`src/rtl/imem_loader_pkg.sv`:
```
// Shared types and constants for the boot-time instruction-memory loader.
package imem_loader_pkg;

  typedef enum logic [2:0] {
    IDLE,
    HDR0,
    HDR1,
    DATA,
    CSUM,
    DONE,
    ERR
  } loader_state_t;

  localparam int HDR_BYTES         = 2;
  localparam int MAX_WORDS_DEFAULT = 256;

endpackage

```
`src/rtl/word_assembler.sv`:
```
// Packs accepted bytes LSB-first into 32-bit words and presents each completed
// word with a registered one-cycle word_valid.
module word_assembler (
  input  logic        clk,
  input  logic        rst_n,
  input  logic        clear,
  input  logic        accept,
  input  logic [7:0]  rx_byte,
  output logic [31:0] word,
  output logic        word_valid,
  output logic        word_last
);

  logic [1:0]  byte_cnt;
  logic [23:0] shift;

  // Combinational so the parent can act on the completing byte in the same cycle.
  assign word_last = accept && (byte_cnt == 2'd3);

  always_ff @(posedge clk or negedge rst_n) begin
    if (!rst_n) begin
      byte_cnt   <= 2'd0;
      shift      <= 24'd0;
      word       <= 32'd0;
      word_valid <= 1'b0;
    end else begin
      word_valid <= 1'b0;
      if (clear) begin
        byte_cnt <= 2'd0;
      end else if (accept) begin
        byte_cnt <= byte_cnt + 2'd1;
        shift    <= {rx_byte, shift[23:8]};
        if (byte_cnt == 2'd3) begin
          word       <= {rx_byte, shift};
          word_valid <= 1'b1;
        end
      end
    end
  end

endmodule

```
`src/rtl/imem_loader.sv`:
```
// Streams a framed byte image into the instruction memory and holds the CPU in
// reset until the frame is complete. Define IMEM_LOADER_CSUM_EN for an XOR checksum byte.
module imem_loader
  import imem_loader_pkg::*;
#(
  parameter int ADDR_W    = 8,
  parameter int MAX_WORDS = MAX_WORDS_DEFAULT
) (
  input  logic              clk,
  input  logic              rst_n,
  input  logic              start,
  input  logic [7:0]        rx_data,
  input  logic              rx_valid,
  output logic              rx_ready,
  output logic              imem_we,
  output logic [ADDR_W-1:0] imem_waddr,
  output logic [31:0]       imem_wdata,
  output logic              cpu_rst_n,
  output logic              busy,
  output logic              done,
  output logic              err,
  output logic [ADDR_W:0]   words_loaded
);

  localparam logic [16:0] MAX_N = 17'(MAX_WORDS);

  loader_state_t state, state_next;
  logic [7:0]    count_lo;
  logic [15:0]   count;
  logic [15:0]   hdr_n;
  logic          accept;
  logic          start_ok;
  logic          data_accept;
  logic          word_last;
  logic          last_word;

`ifdef IMEM_LOADER_CSUM_EN
  logic [7:0] csum;
`endif

  assign accept      = rx_valid && rx_ready;
  assign start_ok    = start && (state == IDLE || state == DONE || state == ERR);
  assign data_accept = accept && (state == DATA);
  assign hdr_n       = {rx_data, count_lo};
  assign last_word   = (32'(words_loaded) + 32'd1) == 32'(count);

  assign rx_ready = (state == HDR0) || (state == HDR1) || (state == DATA) || (state == CSUM);
  assign busy     = rx_ready;
  assign done     = (state == DONE);
  assign err      = (state == ERR);

  word_assembler u_asm (
    .clk        (clk),
    .rst_n      (rst_n),
    .clear      (start_ok),
    .accept     (data_accept),
    .rx_byte    (rx_data),
    .word       (imem_wdata),
    .word_valid (imem_we),
    .word_last  (word_last)
  );

  always_comb begin
    state_next = state;
    case (state)
      IDLE, DONE, ERR: if (start) state_next = HDR0;
      HDR0:            if (accept) state_next = HDR1;
      HDR1: begin
        if (accept) begin
          if (hdr_n == 16'd0) begin
`ifdef IMEM_LOADER_CSUM_EN
            state_next = CSUM;
`else
            state_next = DONE;
`endif
          end else if ({1'b0, hdr_n} > MAX_N) begin
            state_next = ERR;
          end else begin
            state_next = DATA;
          end
        end
      end
      DATA: begin
        if (word_last && last_word) begin
`ifdef IMEM_LOADER_CSUM_EN
          state_next = CSUM;
`else
          state_next = DONE;
`endif
        end
      end
`ifdef IMEM_LOADER_CSUM_EN
      CSUM: if (accept) state_next = (rx_data == csum) ? DONE : ERR;
`endif
      default: state_next = IDLE;
    endcase
  end

  always_ff @(posedge clk or negedge rst_n) begin
    if (!rst_n) begin
      state        <= IDLE;
      count_lo     <= 8'd0;
      count        <= 16'd0;
      words_loaded <= '0;
      imem_waddr   <= '0;
      cpu_rst_n    <= 1'b0;
    end else begin
      state <= state_next;
      if (accept && state == HDR0) count_lo <= rx_data;
      if (accept && state == HDR1) count <= hdr_n;
      if (start_ok) begin
        words_loaded <= '0;
      end else if (word_last) begin
        words_loaded <= words_loaded + {{ADDR_W{1'b0}}, 1'b1};
        imem_waddr   <= words_loaded[ADDR_W-1:0];
      end
      // Release the CPU one cycle after DONE; pull it back the cycle after a restart.
      cpu_rst_n <= (state == DONE) && !start_ok;
    end
  end

`ifdef IMEM_LOADER_CSUM_EN
  always_ff @(posedge clk or negedge rst_n) begin
    if (!rst_n) begin
      csum <= 8'd0;
    end else if (start_ok) begin
      csum <= 8'd0;
    end else if (accept && (state == HDR0 || state == HDR1 || state == DATA)) begin
      csum <= csum ^ rx_data;
    end
  end
`endif

endmodule

```
`config.mk`:
```
export PLATFORM = sky130hd
export DESIGN_NAME = imem_loader
export DESIGN_NICKNAME = d
export VERILOG_FILES = /design/src/rtl/imem_loader_pkg.sv /design/src/rtl/word_assembler.sv /design/src/rtl/imem_loader.sv
export SDC_FILE = /design/constraint.sdc
export NUM_CORES = 1
export LEC_CHECK = 0
export BUFFER_PORTS_ARGS = -buffer_cell sky130_fd_sc_hd__buf_2
export CORE_MARGIN = 2
export CORE_UTILIZATION = 55
export DETAILED_ROUTE_END_ITERATION = 10
export GPL_TIMING_DRIVEN = 0
export PLACE_DENSITY = 0.77
export SYNTH_ARGS = -nofsm -noshare
export SYNTH_HDL_FRONTEND = slang
export SYNTH_SLANG_ARGS = --single-unit
```
`constraint.sdc`:
```
create_clock -name clk -period 2.06 [get_ports clk]
set_input_delay 0.412 -clock clk [delete_from_list [all_inputs] [get_ports clk]]
set_output_delay 0.412 -clock clk [all_outputs]
set_load 0.05 [all_outputs]
```
==> metrics.md, run 1 <==
| Metric | Value |
|---|---|
| Status | finished clean |
| Mapped Area | 4460 um2 |
| Final WL | 9790 um |
| PortBufs | 66 |
| Net count, final | 563 |
| Setup crit start kind | flip-flop |
| CP max FO | 8 |
| Detailed Routing Iterations Pass 1 | 4 |
| Fraction of the mapped netlist area in simple logic gates | 24.1% |
| Number of diodes | 0 |
| Reg2Reg Capture Point | state[1] |
| Slew headroom | 59.1% |
| Period utilization | 99.8% |
| Mean Syn Cell Area | 9.51 um2 |
| Post-DRT Antenna Nets | 0 |
| Power density cells | 1170 nW/um2 |
| Sequential-to-total area share from yosys stat | 58.4% |
| Setup slack after layout | 4.63 ps |
| Top FF cell, synth | dfrtp_1 |
| Clk sinks | 104 |
| Routed via count | 3549 |
| Synth warn | 0 |
| Vias per cell | 5.41 |
| Pins Over Slew Limit | 0 |
| Worst path arrival time | 2300 ps |
| Main combinational cell family by area after synthesis | simple AND/OR/NAND/NOR gates |
| Gr ovfl total | 0 |
| Worst Hold Slack | 30.6 ps |
| Die height | 94.0 um |
| Register Area | 2610 um2 |
| Synth Area in Compound Gates | 5.84% |
| DR iter-0 viols | 224 |
| Multiplexer area fraction after synthesis | 6.06% |
| Die Footprint | 8840 um2 |
| Initial Util | 57.1% |
| Post-Place Cell Area | 4960 um2 |
| Seq cells post-synth | 104 |
| Fillers | 634 |
| Area added between synthesis and finish | 17.8% |
| Yosys top cell by area | dfrtp_1 |
| Largest net degree at the start of global routing | 60 |
| Design Area, Final | 5250 um2 |
| Post-Synth XOR/XNOR Area | 1.96% |
| CTS tree | yes |
| Clk_lat worst skew | 370 ps |
| Critical Path Source | words_loaded[5] |
| Top-count cell post-synth | nand2_1 |
| Cell variety after synth | 47 |
| Req. time, crit path | 2310 ps |
| DR DRC count | 0 |
| Post-DP HPWL | 6750 um |
| Clock-pin transition on the worst setup and hold timing paths | 100 ps |
| Final core utilization | 67.3% |
| Area contributors post-synth | dfrtp_1 58%, nand2_1 17%, mux2_2 6.1% |
| H-Tree Depth | 3 |
| Net count after synthesis | 483 |
| Asr flop ratio synth | 100% |
| Setup CP Type | flip-flop to flip-flop |
| FF-to-FF path depth | 7 |
| Clock skew | 12.9 ps |
| First-pass GRT wire length | 15800 um |
| TritonCTS buffer count | 9 |
| Die W | 94.0 um |
| Final Hold Viols | 0 |
| Global Route Usage Sum | 23.0% |
| Leak | 2.79 nW |
| Routability-driven placement congestion ratio | 0.920 |
| I/O pins | 67 |
| CP endpoint kind | flip-flop |
| # rows | 32 |
| Cells after synthesis | 469 |
| Max-Cap Viols | 0 |
| Initial antenna violation count | 0 |
| Reg-to-Reg Start | words_loaded[5] |
| Adder-Cell Fraction of Synth Area | 0.786% |
| Slew @ Worst Pin | 611 ps |
| Maximum root-to-sink buffer count | 2 |
| WL/cell | 14.9 um |
| Setup WS pre-CTS | -119 ps |
| Post-synth top cells | 207 x nand2_1, 104 x dfrtp_1, 24 x mux2_2 |
| Maximum clock rate | 487 MHz |
| Share of cells above drive strength 1 | 26.2% |
| Setup slack, reg-to-reg | 5 ps |
| Tmin final | 2060 ps |
| VDD IR max | 0.00117 V |
| Area of the multi-input gates | 1790 um2 |
| Worst hold path type | input pin to asynchronous set/reset pin |
| Post-synth EDFFs | 0 |
| Final setup fails | 0 |
| Synth top area share | 58.4% |
| CTS root buf | clkbuf_8 |
| Core area | 7810 um2 |
| Hold bufs inserted after CTS | 0 |
| Vias in the first global route | 3214 |
worst max path at each step:
stage,end,depth (start not counted)
3_3_place_gp,words_loaded[3],1
5_1_grt,state[1],7
3_5_place_dp,words_loaded[3],7
2_1_floorplan,state[2],6
6_report,state[1],7
4_1_cts,rx_ready,5
registers in the layout, summed over array words and instances, names as in the netlist:
name and count:
u_asm.word 32, u_asm.shift 24, count 16, words_loaded 9, count_lo 8, imem_waddr 8
state 3, u_asm.byte_cnt 2, cpu_rst_n 1, u_asm.word_valid 1
final cells by class:
cell class / instances / share of cell area (%)
multi-input cells: 336 / 34.0
clock buffers: 11 / 2.88
clock inverters: 5 / 0.905
well taps: 102 / 2.43
inverters: 5 / 0.357
plain buffers: 19 / 1.72
flip-flops and latches: 104 / 49.7
repair buffers: 74 / 7.98
per-stage QoR:
step / instances / setup TNS [ps] / total power, mW
2_1_floorplan: 469 / 0 / 4.35
3_3_place_gp: 637 / -49850 / 4.75
3_5_place_dp: 638 / -957 / 4.86
4_1_cts: 655 / 0 / 6.12
5_1_grt: 656 / -55.0 / 6.45
6_report: 656 / 0 / 6.13
layer usage:
layer,global-route usage (%),share of wire [%],vias up
met3,3.93,5.7,24
met5,0,0,-
met2,35.3,46,138
li1,-,-,1693
met1,32.9,46,1694
met4,8.82,2.2,0
logic make-up (layout without fill, tap and decap cells):
logic type,after synthesis,in the layout
DFF,104,104
xor gates and xnor gates,10,10
buffers and inverters,29,114
muxes,24,24
and+or+nand+nor,257,257
AOI/OAI and AO/OA,42,42
adders and majority gates,3,3
report_power, final:
| group | switching (mW) | internal (mW) | total (mW) |
|---|---|---|---|
| Clock | 0.725 | 0.525 | 1.25 |
| Sequential | 0.443 | 2.58 | 3.03 |
| Combinational | 1.12 | 0.731 | 1.85 |
layout by cell type (no fill, tap or decap), types with 5 or more instances in the layout:
master | netlist | final
and3_1 | 5 | 5
dfrtp_2 | 0 | 8
o31ai_1 | 6 | 6
dfrtp_1 | 104 | 96
nor2_1 | 13 | 11
buf_2 | 3 | 65
clkbuf_2 | 1 | 5
mux2_2 | 24 | 24
buf_4 | 2 | 7
clkbuf_8 | 0 | 11
o21ai_0 | 17 | 16
a21oi_1 | 7 | 6
clkbuf_1 | 14 | 8
xnor2_1 | 6 | 5
nand2_1 | 207 | 206
what timing repair did:
| action | in CTS | in global routing |
|---|---|---|
| pin swaps | 1 | 5 |
| cloned | 0 | 1 |
| gates resized for setup | 9 | 14 |
| hold endpoints to repair | 0 | 0 |
| setup endpoints to repair | 47 | 57 |
| setup buffers | 2 | 4 |
critical path, stage by stage (launching register included):
cell and delay, ps:
dfrtp_2 370, clkbuf_2 180, nand4_1 220, or4_4 480, a21oi_2 170, nor3_2 70, a211oi_2 310, o21ai_1 130
Note: power is estimated with default switching activity, not from simulation.
==> run 2, diff against run 1 <==
--- a/config.mk
+++ b/config.mk
@@ -13,4 +13,5 @@
 export PLACE_DENSITY = 0.77
 export SYNTH_ARGS = -nofsm -noshare
 export SYNTH_HDL_FRONTEND = slang
+export SYNTH_HIERARCHICAL = 1
 export SYNTH_SLANG_ARGS = --single-unit
==> metrics.md, run 2 <==
| Metric | Value |
|---|---|
| Synth top area share | 55.9% |
| Share of cells above drive strength 1 | 52.0% |
| Failing checks | negative setup slack |
| Asr flop ratio synth | 100% |
| CP endpoint kind | flip-flop |
| Net Sw Power | 2.32 mW |
| Area added between synthesis and finish | 20.9% |
| PortBufs | 66 |
| DR iter-0 viols | 143 |
| Final setup fails | 5 |
| Die W | 96.0 um |
| Final non-filler cell total | 536 |
| Global Route Usage Sum | 21.5% |
| Setup crit start kind | flip-flop |
| CTS tree | yes |
| Leak | 2.85 nW |
| Final WL | 9160 um |
| Top FF cell, synth | dfrtp_1 |
| Vias in the first global route | 2880 |
| Setup slack after layout | -45.8 ps |
| Tmin final | 2110 ps |
| Fillers | 586 |
| Initial antenna violation count | 0 |
| Clock share of power | 19.4% |
| Gr ovfl total | 0 |
| Switching Fraction | 33.9% |
| VDD IR max | 0.000617 V |
| CP max FO | 5 |
| Sequential share of power | 44.1% |
| Status | finished with violations |
| Synth warn | 6 |
| Largest net degree at the start of global routing | 76 |
| TritonCTS buffer count | 9 |
| Post-synth top cells | 104 x dfrtp_1, 64 x mux2_2, 24 x nor2_1 |
| Total power | 6.83 mW |
| Clk_lat worst skew | 360 ps |
| Maximum clock rate | 475 MHz |
| Worst path arrival time | 2350 ps |
| Commonest non-fill, non-tap cell in the layout | dfrtp_1 |
| Seq cells post-synth | 104 |
| Post-DRT Antenna Nets | 0 |
| Vias per cell | 5.43 |
| DR DRC count | 0 |
| Register Area | 2610 um2 |
| Slew @ Worst Pin | 432 ps |
| Cell Chain, Critical Path | buf_6 > xor2_2 > nor2_1 > o21a_1 > clkbuf_8 > and2b_1 > buf_6 > buf_12 > buf_12 > mux2_4 |
| # rows | 33 |
| Post-synth EDFFs | 0 |
| Die Footprint | 9210 um2 |
| Clock-pin transition on the worst setup and hold timing paths | 100 ps |
| I/O pins | 67 |
| Biggest regs | u_asm/word x32, u_asm/shift x24, count x16 |
| Post-DP HPWL | 6110 um |
| Area of the multi-input gates | 1930 um2 |
| Slew headroom | 71.2% |
| Req. time, crit path | 2300 ps |
| RSZ-0062 raised after global routing | yes |
| Period utilization | 102% |
| Core area | 8220 um2 |
| Detailed Routing Iterations Pass 1 | 4 |
| Crit-path max cell delay | 420 ps |
| Routability-driven placement congestion ratio | 0.769 |
| # placed instances | 503 |
| Cell variety after synth | 49 |
| Mapped Area | 4650 um2 |
| Cells after synthesis | 331 |
| Comb power frac | 36.5% |
| Biggest register | u_asm/word |
| Pins Over Slew Limit | 0 |
| Power density cells | 1210 nW/um2 |
| Net count, final | 440 |
| Maximum root-to-sink buffer count | 2 |
| Max FFs per register | 32 |
| Most frequent cells in the layout | 98 x dfrtp_1, 67 x buf_2, 64 x mux2_2 |
| H-Tree Depth | 3 |
| Worst hold path type | input pin to flip-flop |
| Clock skew | 12.7 ps |
| Int Power | 4.51 mW |
| Area contributors post-synth | dfrtp_1 56%, mux2_2 15%, mux2_4 6.5% |
| Mean Syn Cell Area | 14.1 um2 |
| Final Hold Viols | 0 |
| Setup CP Type | flip-flop to flip-flop |
| Number of diodes | 0 |
| Routed via count | 2911 |
| WL/cell | 17.1 um |
| Sequential-to-total area share from yosys stat | 55.9% |
| Top-count cell post-synth | dfrtp_1 |
| Die height | 96.0 um |
| Max-Cap Viols | 0 |
| CTS root buf | clkbuf_8 |
| Crit path max-delay cell type | dfrtp_2 |
| First-pass GRT wire length | 14800 um |
| Yosys top cell by area | dfrtp_1 |
| Net count after synthesis | 345 |
| Initial Util | 56.6% |
| Clk sinks | 104 |
[run 2: layout make-up]
cell class              instances  share of cell area [%]
flip-flops and latches        104                    46.4
plain buffers                  19                    3.33
well taps                     105                    2.33
inverters                       5                   0.400
multi-input cells             202                    34.3
repair buffers                 85                    9.45
clock inverters                 7                    1.58
clock buffers                   9                    2.20
[run 2: final timing paths]
| kind | from | endpoint | slack [ps] | cells after the start |
|---|---|---|---|---|
| worst max register to register | state[2] | u_asm/shift[13] | -50 | 10 |
| min in group asynchronous | rst_n | u_asm/word[17] | 530 | 2 |
| worst min register to register | u_asm/word[1] | u_asm/word[1] | 500 | 1 |
| max in group asynchronous | rst_n | state[2] | 820 | 3 |
| worst min-delay path | rx_data[6] | u_asm/shift[22] | 360 | 2 |
| worst max-delay path | state[2] | u_asm/shift[13] | -50 | 10 |
[run 2: per-layer routing]
| layer | vias up | GRT usage [%] | part of all wire (%) | routed length [um] |
|---|---|---|---|---|
| met5 | - | 0 | 0 | 0 |
| met4 | 0 | 8.81 | 1.1 | 104 |
| met3 | 7 | 4.15 | 4.3 | 398 |
| met2 | 66 | 32.2 | 48 | 4410 |
| met1 | 1472 | 30.9 | 46 | 4250 |
| li1 | 1366 | - | - | - |
[run 2: power groups by stage]
stage / combinational (mW) / sequential [mW] / clock [mW]
after floorplan: 1.61 / 3.13 / 0
after CTS: 2.43 / 3.01 / 1.36
after global placement: 2.11 / 3.03 / 0
final: 2.49 / 3.01 / 1.32
after global routing: 2.67 / 3.10 / 1.45
after detailed placement: 2.19 / 3.06 / 0
[run 2: worst max-delay path, delay by kind of cell, from the launching register on]
kind	cells	cell delay (ps)
AND/OR/NAND/NOR	2	250
XOR/XNOR	1	150
flip-flops	1	420
multiplexers	1	300
AO/OA/AOI/OAI	1	210
buffers and inverters	5	650
[run 2: what timing repair did]
action | in CTS | in global routing
buffers inserted | 13 | 4
pin swaps | 8 | 6
gates cloned | 1 | 0
endpoints found under the hold margin | 29 | 0
resized for setup | 8 | 7
endpoints found under the setup margin | 36 | 41
hold buffers | 1 | 0
[run 2: logic make-up after synthesis]
logic type / Yosys count / synth area share, %
compound gates: 19 / 3.07
buf+inv: 25 / 4.06
mux: 90 / 23.3
xor+xnor: 22 / 4.14
flops: 104 / 55.9
simple gates: 69 / 8.93
fa+ha+maj: 2 / 0.538
[run 2: stage by stage]
step	setup TNS, ps	util, %	cell area (um2)	hold WS (ps)	setup WS, ps
after floorplan	-1170	-	4720	116	-58.4
after global placement	-50060	63.0	5180	466	-653
after detailed placement	-2050	63.4	5210	372	-390
after CTS	-259	68.2	5600	343	-38.1
after global routing	-662	68.5	5630	354	-82.6
final	-194	68.5	5630	359	-45.8
==> run 3, diff against run 2 <==
--- a/config.mk
+++ b/config.mk
@@ -10,7 +10,9 @@
 export CORE_UTILIZATION = 55
 export DETAILED_ROUTE_END_ITERATION = 10
 export GPL_TIMING_DRIVEN = 0
+export MAX_ROUTING_LAYER = met4
 export PLACE_DENSITY = 0.77
+export RECOVER_POWER = 25
 export SYNTH_ARGS = -nofsm -noshare
 export SYNTH_HDL_FRONTEND = slang
 export SYNTH_HIERARCHICAL = 1
==> metrics.md, run 3 (synthesis results as in run 2) <==
| Metric | Value |
|---|---|
| Die Footprint | 9210 um2 |
| Vias per cell | 5.51 |
| Routed via count | 2952 |
| Setup crit start kind | flip-flop |
| Crit path max-delay cell type | dfrtp_2 |
| Global Route Usage Sum | 22.1% |
| Worst hold path type | input pin to flip-flop |
| H-Tree Depth | 3 |
| Die height | 96.0 um |
| Slew headroom | 50.5% |
| Period utilization | 102% |
| DR iter-0 viols | 162 |
| VDD IR max | 0.000619 V |
| First-pass GRT wire length | 14800 um |
| Setup slack, reg-to-reg | -40 ps |
| Routability-driven placement congestion ratio | 0.780 |
| Req. time, crit path | 2320 ps |
| Failing checks | negative setup slack |
| CTS root buf | clkbuf_8 |
| Crit-path max cell delay | 420 ps |
| Delay-heaviest family, CP | buffers and inverters |
| TritonCTS buffer count | 9 |
| PortBufs | 66 |
| Tmin final | 2100 ps |
| Power density cells | 1220 nW/um2 |
| Largest net degree at the start of global routing | 76 |
| CP Capture Point | u_asm/shift[13] |
| Pins Over Slew Limit | 0 |
| Slew @ Worst Pin | 743 ps |
| Cell Chain, Critical Path | buf_6 > xor2_2 > nor2_1 > o21a_1 > clkbuf_8 > and2b_1 > buf_6 > buf_12 > buf_12 > mux2_4 |
| Worst Hold Slack | 346 ps |
| Clock-pin transition on the worst setup and hold timing paths | 100 ps |
| Clk sinks | 104 |
| CP endpoint kind | flip-flop |
| Net count, final | 440 |
| Reg-to-Reg Start | state[2] |
| Area added between synthesis and finish | 20.5% |
| Setup slack after layout | -39.6 ps |
| Core area | 8220 um2 |
| Setup TNS | -158 ps |
| Clk_lat worst skew | 370 ps |
| RSZ-0062 raised after global routing | yes |
| Buffer and inverter count on the worst path | 5 |
| Die W | 96.0 um |
| Clock share of power | 19.6% |
| Max-Cap Viols | 0 |
| CP max FO | 5 |
| FF-to-FF path depth | 10 |
| Net Sw Power | 2.33 mW |
| Biggest register | u_asm/word |
| DR DRC count | 0 |
| WL/cell | 17.2 um |
| Final Hold Viols | 0 |
| Most frequent cells in the layout | 98 x dfrtp_1, 68 x buf_2, 64 x mux2_2 |
| Worst path arrival time | 2360 ps |
| Commonest non-fill, non-tap cell in the layout | dfrtp_1 |
| Vias in the first global route | 2893 |
| Post-DRT Antenna Nets | 0 |
| Final setup fails | 5 |
| Gr ovfl total | 0 |
| CTS tree | yes |
| Sequential share of power | 44.1% |
| Status | finished with violations |
| Critical Path Source | state[2] |
| Setup CP Type | flip-flop to flip-flop |
| Maximum root-to-sink buffer count | 2 |
| Switching Fraction | 34.1% |
| Number of diodes | 0 |
| Int Power | 4.50 mW |
| Leak | 2.84 nW |
| Biggest regs | u_asm/word x32, u_asm/shift x24, count x16 |
| I/O pins | 67 |
| Maximum clock rate | 476 MHz |
| Cell count along the critical path | 10 |
| Detailed Routing Iterations Pass 1 | 4 |
| Final WL | 9240 um |
| Comb power frac | 36.3% |
| Share of cells above drive strength 1 | 52.0% |
| Initial antenna violation count | 0 |
| # rows | 33 |
| Max FFs per register | 32 |
| Clock skew | 11.8 ps |
| Initial Util | 56.6% |
| Post-DP HPWL | 6110 um |
| Reg2Reg Capture Point | u_asm/shift[13] |
-- run 3: final cells by class --
type | count | area (um2)
plain buffers | 19 | 188
clock buffers | 9 | 124
clock inverters | 7 | 88.8
fillers | 588 | 2610
inverters | 5 | 22.5
multi-input cells | 202 | 1930
flip-flops and latches | 104 | 2610
well taps | 105 | 131
repair buffers | 85 | 510
-- run 3: power by group through the flow --
stage               Clock, mW  Combinational [mW]  Sequential (mW)
finish                   1.34                2.48             3.02
global route             1.45                2.66             3.10
CTS                      1.36                2.43             3.01
detailed placement          0                2.19             3.06
global placement            0                2.11             3.03
floorplan                   0                1.61             3.13
-- run 3: metrics by stage --
| stage | cell area, um2 | power (mW) | instances | utilization, % | setup slack, ps |
|---|---|---|---|---|---|
| 6_report | 5610 | 6.83 | 536 | 68.2 | -39.6 |
| 5_1_grt | 5610 | 7.20 | 536 | 68.2 | -80.6 |
| 4_1_cts | 5600 | 6.80 | 533 | 68.2 | -38.1 |
| 3_5_place_dp | 5210 | 5.25 | 503 | 63.4 | -390 |
| 3_3_place_gp | 5180 | 5.14 | 502 | 63.0 | -653 |
| 2_1_floorplan | 4720 | 4.74 | 331 | - | -58.4 |
-- run 3: how the worst min path moves through the flow --
| stage | startpoint | end | cells past startpoint |
|---|---|---|---|
| floorplan | rst_n | count[0] | 0 |
| global placement | u_asm/shift[1] | u_asm/word[1] | 1 |
| detailed placement | rst_n | u_asm/shift[6] | 1 |
| CTS | rx_data[5] | u_asm/shift[21] | 2 |
| global route | rx_data[6] | u_asm/shift[22] | 2 |
| finish | rx_data[6] | u_asm/shift[22] | 2 |
-- run 3: metal layers --
layer	vias to the layer above	part of all wire (%)	track usage (%)	routed length (um)
li1	1363	-	-	-
met1	1512	47	30.8	4320
met2	64	48	32.3	4430
met3	13	3.7	4.07	340
met4	0	1.7	8.81	155
met5	-	0	-	0
-- run 3: worst register-to-register path, stage by stage (launching register included) --
cell	delay [ps]
dfrtp_2	420
buf_6	130
xor2_2	150
nor2_1	50
o21a_1	210
clkbuf_8	150
and2b_1	200
buf_6	140
buf_12	110
buf_12	120
mux2_4	300
-- run 3: timing repair --
action,4_1_cts,5_1_grt
gates cloned,1,0
setup buffers,13,4
hold buffers,1,0
resized for setup,8,6
endpoints found under the hold margin,29,0
pin swaps,8,6
setup endpoints to repair,36,39
